==> src/rtl/seven_seg_capture.sv <==
// rtl/seven_seg_capture.sv - observes multiplexed 7-seg anode/segment lines and decodes the displayed hex digits
// Optional per-digit valid timeout enabled with `define SEVEN_SEG_CAPTURE_TIMEOUT_EN.
module seven_seg_capture #(
  parameter int STABLE_CYCLES  = 4,
  parameter int TIMEOUT_CYCLES = 100000
) (
  input  logic        clk,
  input  logic        reset,
  input  logic [3:0]  an,
  input  logic [6:0]  seg,
  output logic [15:0] digits,
  output logic [3:0]  digit_valid,
  output logic        frame_done,
  output logic        bad_pattern
);

  typedef enum logic [1:0] {IDLE, SETTLE, CAPTURE, HOLD} state_t;

  localparam logic [7:0] STABLE_W = 8'(STABLE_CYCLES);

  if (STABLE_CYCLES < 1 || STABLE_CYCLES > 255 || TIMEOUT_CYCLES < 1) begin : g_bad_param
    $error("seven_seg_capture: parameter out of range");
  end

  state_t      state;
  state_t      state_next;
  logic [3:0]  an_q;
  logic [6:0]  seg_q;
  logic [3:0]  lat_an;
  logic [6:0]  lat_seg;
  logic [7:0]  count;
  logic [7:0]  count_next;
  logic        latch;
  logic        one_low;
  logic        pair_changed;
  logic [3:0]  seen;
  logic [3:0]  seen_set;
  logic [1:0]  lat_idx;
  logic [6:0]  pat;
  logic [3:0]  hex_val;
  logic        hex_ok;
  logic        blank;
  logic        capture;

  assign one_low      = (an_q == 4'b1110) || (an_q == 4'b1101) ||
                        (an_q == 4'b1011) || (an_q == 4'b0111);
  assign pair_changed = (an_q != lat_an) || (seg_q != lat_seg);

  // State register plus the latched anode/pattern pair being qualified.
  always_ff @(posedge clk) begin
    if (reset) begin
      state   <= IDLE;
      count   <= 8'd0;
      lat_an  <= 4'hF;
      lat_seg <= 7'h7F;
    end else begin
      state <= state_next;
      count <= count_next;
      if (latch) begin
        lat_an  <= an_q;
        lat_seg <= seg_q;
      end
    end
  end

  // Any change re-arms qualification; with STABLE_CYCLES=1 the first sample already qualifies.
  always_comb begin
    state_next = state;
    count_next = count;
    latch      = 1'b0;
    case (state)
      IDLE: begin
        if (one_low) latch = 1'b1;
      end
      SETTLE: begin
        if (pair_changed) begin
          if (one_low) latch = 1'b1;
          else         state_next = IDLE;
        end else begin
          count_next = (count == 8'hFF) ? count : count + 8'd1;
          if (count_next == STABLE_W) state_next = CAPTURE;
        end
      end
      CAPTURE: state_next = HOLD;
      HOLD: begin
        if (pair_changed) begin
          if (one_low) latch = 1'b1;
          else         state_next = IDLE;
        end
      end
      default: state_next = IDLE;
    endcase
    if (latch) begin
      count_next = 8'd1;
      state_next = (STABLE_W == 8'd1) ? CAPTURE : SETTLE;
    end
  end

  // Output decode: which digit is latched and what its pattern means.
  always_comb begin
    capture = (state == CAPTURE);
    pat     = ~lat_seg;
    blank   = (pat == 7'h00);
    hex_ok  = 1'b1;
    hex_val = 4'h0;
    lat_idx = 2'd0;
    case (lat_an)
      4'b1101: lat_idx = 2'd1;
      4'b1011: lat_idx = 2'd2;
      4'b0111: lat_idx = 2'd3;
      default: lat_idx = 2'd0;
    endcase
    case (pat)
      7'h3F: hex_val = 4'h0;
      7'h06: hex_val = 4'h1;
      7'h5B: hex_val = 4'h2;
      7'h4F: hex_val = 4'h3;
      7'h66: hex_val = 4'h4;
      7'h6D: hex_val = 4'h5;
      7'h7D: hex_val = 4'h6;
      7'h07: hex_val = 4'h7;
      7'h7F: hex_val = 4'h8;
      7'h6F: hex_val = 4'h9;
      7'h77: hex_val = 4'hA;
      7'h7C: hex_val = 4'hB;
      7'h39: hex_val = 4'hC;
      7'h5E: hex_val = 4'hD;
      7'h79: hex_val = 4'hE;
      7'h71: hex_val = 4'hF;
      default: hex_ok = 1'b0;
    endcase
    seen_set = seen | (4'b0001 << lat_idx);
  end

`ifdef SEVEN_SEG_CAPTURE_TIMEOUT_EN
  localparam int AW = $clog2(TIMEOUT_CYCLES + 1);
  localparam logic [AW-1:0] AGE_MAX = AW'(TIMEOUT_CYCLES);
  logic [AW-1:0] age [4];

  always_ff @(posedge clk) begin
    for (int i = 0; i < 4; i++) begin
      if (reset || (capture && (lat_idx == 2'(i)))) age[i] <= '0;
      else if (age[i] != AGE_MAX)                   age[i] <= age[i] + 1'b1;
    end
  end
`endif

  always_ff @(posedge clk) begin
    if (reset) begin
      an_q        <= 4'hF;
      seg_q       <= 7'h7F;
      digits      <= 16'h0000;
      digit_valid <= 4'b0000;
      frame_done  <= 1'b0;
      bad_pattern <= 1'b0;
      seen        <= 4'b0000;
    end else begin
      an_q       <= an;
      seg_q      <= seg;
      frame_done <= 1'b0;
`ifdef SEVEN_SEG_CAPTURE_TIMEOUT_EN
      for (int i = 0; i < 4; i++) begin
        if (age[i] == AGE_MAX) digit_valid[i] <= 1'b0;
      end
`endif
      if (capture) begin
        if (hex_ok) begin
          digits[{lat_idx, 2'b00} +: 4] <= hex_val;
          digit_valid[lat_idx]          <= 1'b1;
        end else if (blank) begin
          digit_valid[lat_idx] <= 1'b0;
        end else begin
          bad_pattern <= 1'b1;
        end
        if (seen_set == 4'b1111) begin
          frame_done <= 1'b1;
          seen       <= 4'b0000;
        end else begin
          seen <= seen_set;
        end
      end
    end
  end

endmodule

==> config.mk <==
export PLATFORM = sky130hd
export DESIGN_NAME = seven_seg_capture
export DESIGN_NICKNAME = d
export VERILOG_FILES = /design/src/rtl/seven_seg_capture.sv
export SDC_FILE = /design/constraint.sdc
export NUM_CORES = 1
export LEC_CHECK = 0
export BUFFER_PORTS_ARGS = -buffer_cell sky130_fd_sc_hd__buf_4
export CORE_UTILIZATION = 42
export DETAILED_ROUTE_END_ITERATION = 8
export PLACE_DENSITY = 0.64
export SETUP_SLACK_MARGIN = 0.1
export SYNTH_ARGS = -nofsm -noshare
export SYNTH_HDL_FRONTEND = slang
export SYNTH_SLANG_ARGS = --single-unit
==> constraint.sdc <==
create_clock -name clk -period 2.62 [get_ports clk]
set_input_delay 0.524 -clock clk [delete_from_list [all_inputs] [get_ports clk]]
set_output_delay 0.524 -clock clk [all_outputs]
set_load 0.05 [all_outputs]
==> flow_summary.toml <==
[job]
maxCapViolCount = 0

[finish]
layout_commonest_cell = "dfxtp_1"
postLayoutCellArea_sq_mm = 0.00356
nNetsFinal = 397
final_cell_mix = "58 x dfxtp_1, 38 x buf_4, 34 x nor2_1"
finalNonFillerCells = 477
n_fill_cell = 684
syn2layout_area_growth_pct = 17.6
register_area_sq_mm = 0.00116
multi_input_area_sq_mm = 0.00171
layout-drive-gt1-share_pct = 21.3
antenna_cells = 0

[setup_path]
cp_max_fo = 18
worstPathRequired_ns = 2.84
start_kind = "register"
arrival_ns = 2.41
worstSetupPathType = "register to register"
worstSetupEndpointType = "register"

[detailed_routing]
drtAntennaViolNets = 0
routed_wl_mm = 6.63
wl_met2_mm = 3.10
wl_per_cell_um = 13.9
highest_layer = "met4"
routed-wl-met3_um = 258
wl_met1_mm = 3.18
vias = 2565
dr.pass1.iters = 5
vias_per_cell = 5.38
drt_iter0_drc = 123
drc = 0

[grt]
grt_pass1_vias = 2418
grt_pass1_wl_mm = 11.2
grt_start_max_net_pins = 34
grt_util_all_layers_pct = 19.1
antenna_found_initial = 0
overflow = 0

[sta]
layout_min_cycle_time_ns = 2.19
fmax_mhz = 457
finalCritPeriodShare_pct = 83.5
clock_skew_ns = 0.00791
setup_viol = 0
hold_viol = 0
worst_pin_slew_ns = 0.583
max_slew_margin_pct = 61.1
maxSlewViolCount = 0
hold_ws_ns = 0.369
rsz0062_at_grt = "no"
setup_tns_ns = 0

[clocking]
cts.clk_slew.worst_paths_ns = 0.07
cts-hold-fix-buffers = 0
cts_buffers = 9
cts.sinks = 58
ctsResizeCount = 0
cts_max_level = 3
cts_tree = "yes"
cts_root_buffer = "clkbuf_8"
ctsLongestPathBuffers = 2
clk_latency_ns = 0.33
cts_setup_buffers = 0

[pwr]
switching_power_mw = 0.500
clkPwrFrac_pct = 44.3
switching_share_pct = 24.4
irDropWorstVdd_mv = 0.274
internal-power_mw = 1.55
p_total_mw = 2.05
leakage_nw = 1.33
combPwrFrac_pct = 9.5
power.share.sequential_pct = 46.1
power_density_mw_per_mm2 = 576

[placement]
placedCellCount = 461
io_buffers = 34
place_area_sq_mm = 0.00334
dpl.hpwl_mm = 4.82
place_congestion = 0.813

[logic_synthesis]
postSynthAreaPerCell_sq_um = 8.75
synthCells = 346
synthFlopType = "dfxtp_1"
netlist.area_leader.share_pct = 38.3
synth_warnings = 0
ys_ff_latch = 58
synthArstFlopShare_pct = 0
synth.distinct_cells = 62
yosysTopAreaCell = "dfxtp_1"
yosysSeqAreaShare_pct = 38.3
synth_area_leaders = "dfxtp_1 38%, mux2i_1 4.3%, nor2_1 4.2%"
synth_area_sq_mm = 0.00303
synth_edf_count = 0
syn_nets = 367

[floorplan]
die_h_um = 86.9
ios = 35
row_count = 30
initial_core_util_pct = 44.1
dieArea_sq_mm = 0.00755
core_sq_mm = 0.00687
die_x_um = 86.9

[hold_path]
min_path_type = "input pin to register"

[outcome]
status = "finished clean"
[synthesized netlist by cell type (all sizes together), types with 2 or more instances]
library cell	instances
dfxtp	58
nor2	35
nand2	23
inv	19
a21oi	18
o21ai	14
mux2i	13
xnor2	13
nor3	12
or2	12
clkbuf	10
buf	9
a31oi	8
ha	8
nand4	8
o32ai	7
nand3	6
nor3b	6
a31o	5
nor4	5
a32o	4
nor2b	4
o2bb2ai	4
a211oi	3
and2	3
and4	3
nand4b	3
xor2	3
a221oi	2
a32oi	2
and3	2
and4b	2
nand2b	2
o22ai	2
o31a	2
o31ai	2
[metrics by stage]
step / utilization [%] / setup slack (ns)
final: 51.9 / 0.433
after global routing: 51.9 / 0.253
after CTS: 51.9 / 0.442
after detailed placement: 48.7 / 0.461
after global placement: 48.7 / 0.502
after floorplan: - / 0.774
[state kept, by name, indices dropped and copies added, names as in the netlist, named ones only]
signal / cells
seg_q: 7
digits: 16
state: 2
count: 8
an_q: 4
frame_done: 1
seen: 4
lat_an: 4
lat_seg: 7
bad_pattern: 1
[power by group through the flow]
stage | sequential (mW) | clock, mW | combinational (mW)
after floorplan | 0.944 | 0 | 0.167
after global placement | 0.966 | 0 | 0.192
after detailed placement | 0.967 | 0 | 0.195
after CTS | 0.947 | 0.931 | 0.196
after global routing | 0.952 | 0.973 | 0.216
final | 0.947 | 0.910 | 0.196
[cells by family after synthesis]
kind of cell | synth area share [%]
muxes | 4.67
and+or+nand+nor | 24.3
xor gates and xnor gates | 5.12
DFF | 38.3
AOI/OAI and AO/OA | 18.8
buffers and inverters | 5.50
adders and majority gates | 3.31
[worst max-delay path, stage by stage, from the launching register on]
cell,delay [ns]
dfxtp_1,0.68
nor4bb_1,0.38
a32oi_1,0.14
and2_1,0.29
a31o_1,0.32
a32o_1,0.27
[final timing paths]
check	from	endpoint	slack, ns	cells after the start
setup / recovery	lat_seg[1]$_SDFFE_PP1P_	digits[3]$_SDFFE_PP0P_	0.43	5
hold / removal	seg[5]	seg_q[5]$_SDFF_PP1_	0.37	2
setup reg to reg	lat_seg[1]$_SDFFE_PP1P_	digits[3]$_SDFFE_PP0P_	0.43	5
hold reg to reg	digits[12]$_SDFFE_PP0P_	digits[12]$_SDFFE_PP0P_	0.46	2
[final cells by class]
| cell class | instances | share of cell area, % |
|---|---|---|
| Tap cell | 96 | 3.37 |
| Clock inverter | 5 | 2.18 |
| Clock buffer | 11 | 3.97 |
| Sequential cell | 58 | 32.6 |
| Multi-Input combinational cell | 250 | 47.9 |
| Timing Repair Buffer | 38 | 8.01 |
| Inverter | 19 | 2.00 |
[metal layers]
metal,GRT usage (%),up-vias
met5,0,-
met4,8.03,0
met3,3.89,9
met2,32.9,71
met1,23.2,1171
li1,-,1314
No activity file was read; power rests on OpenSTA's default activity.
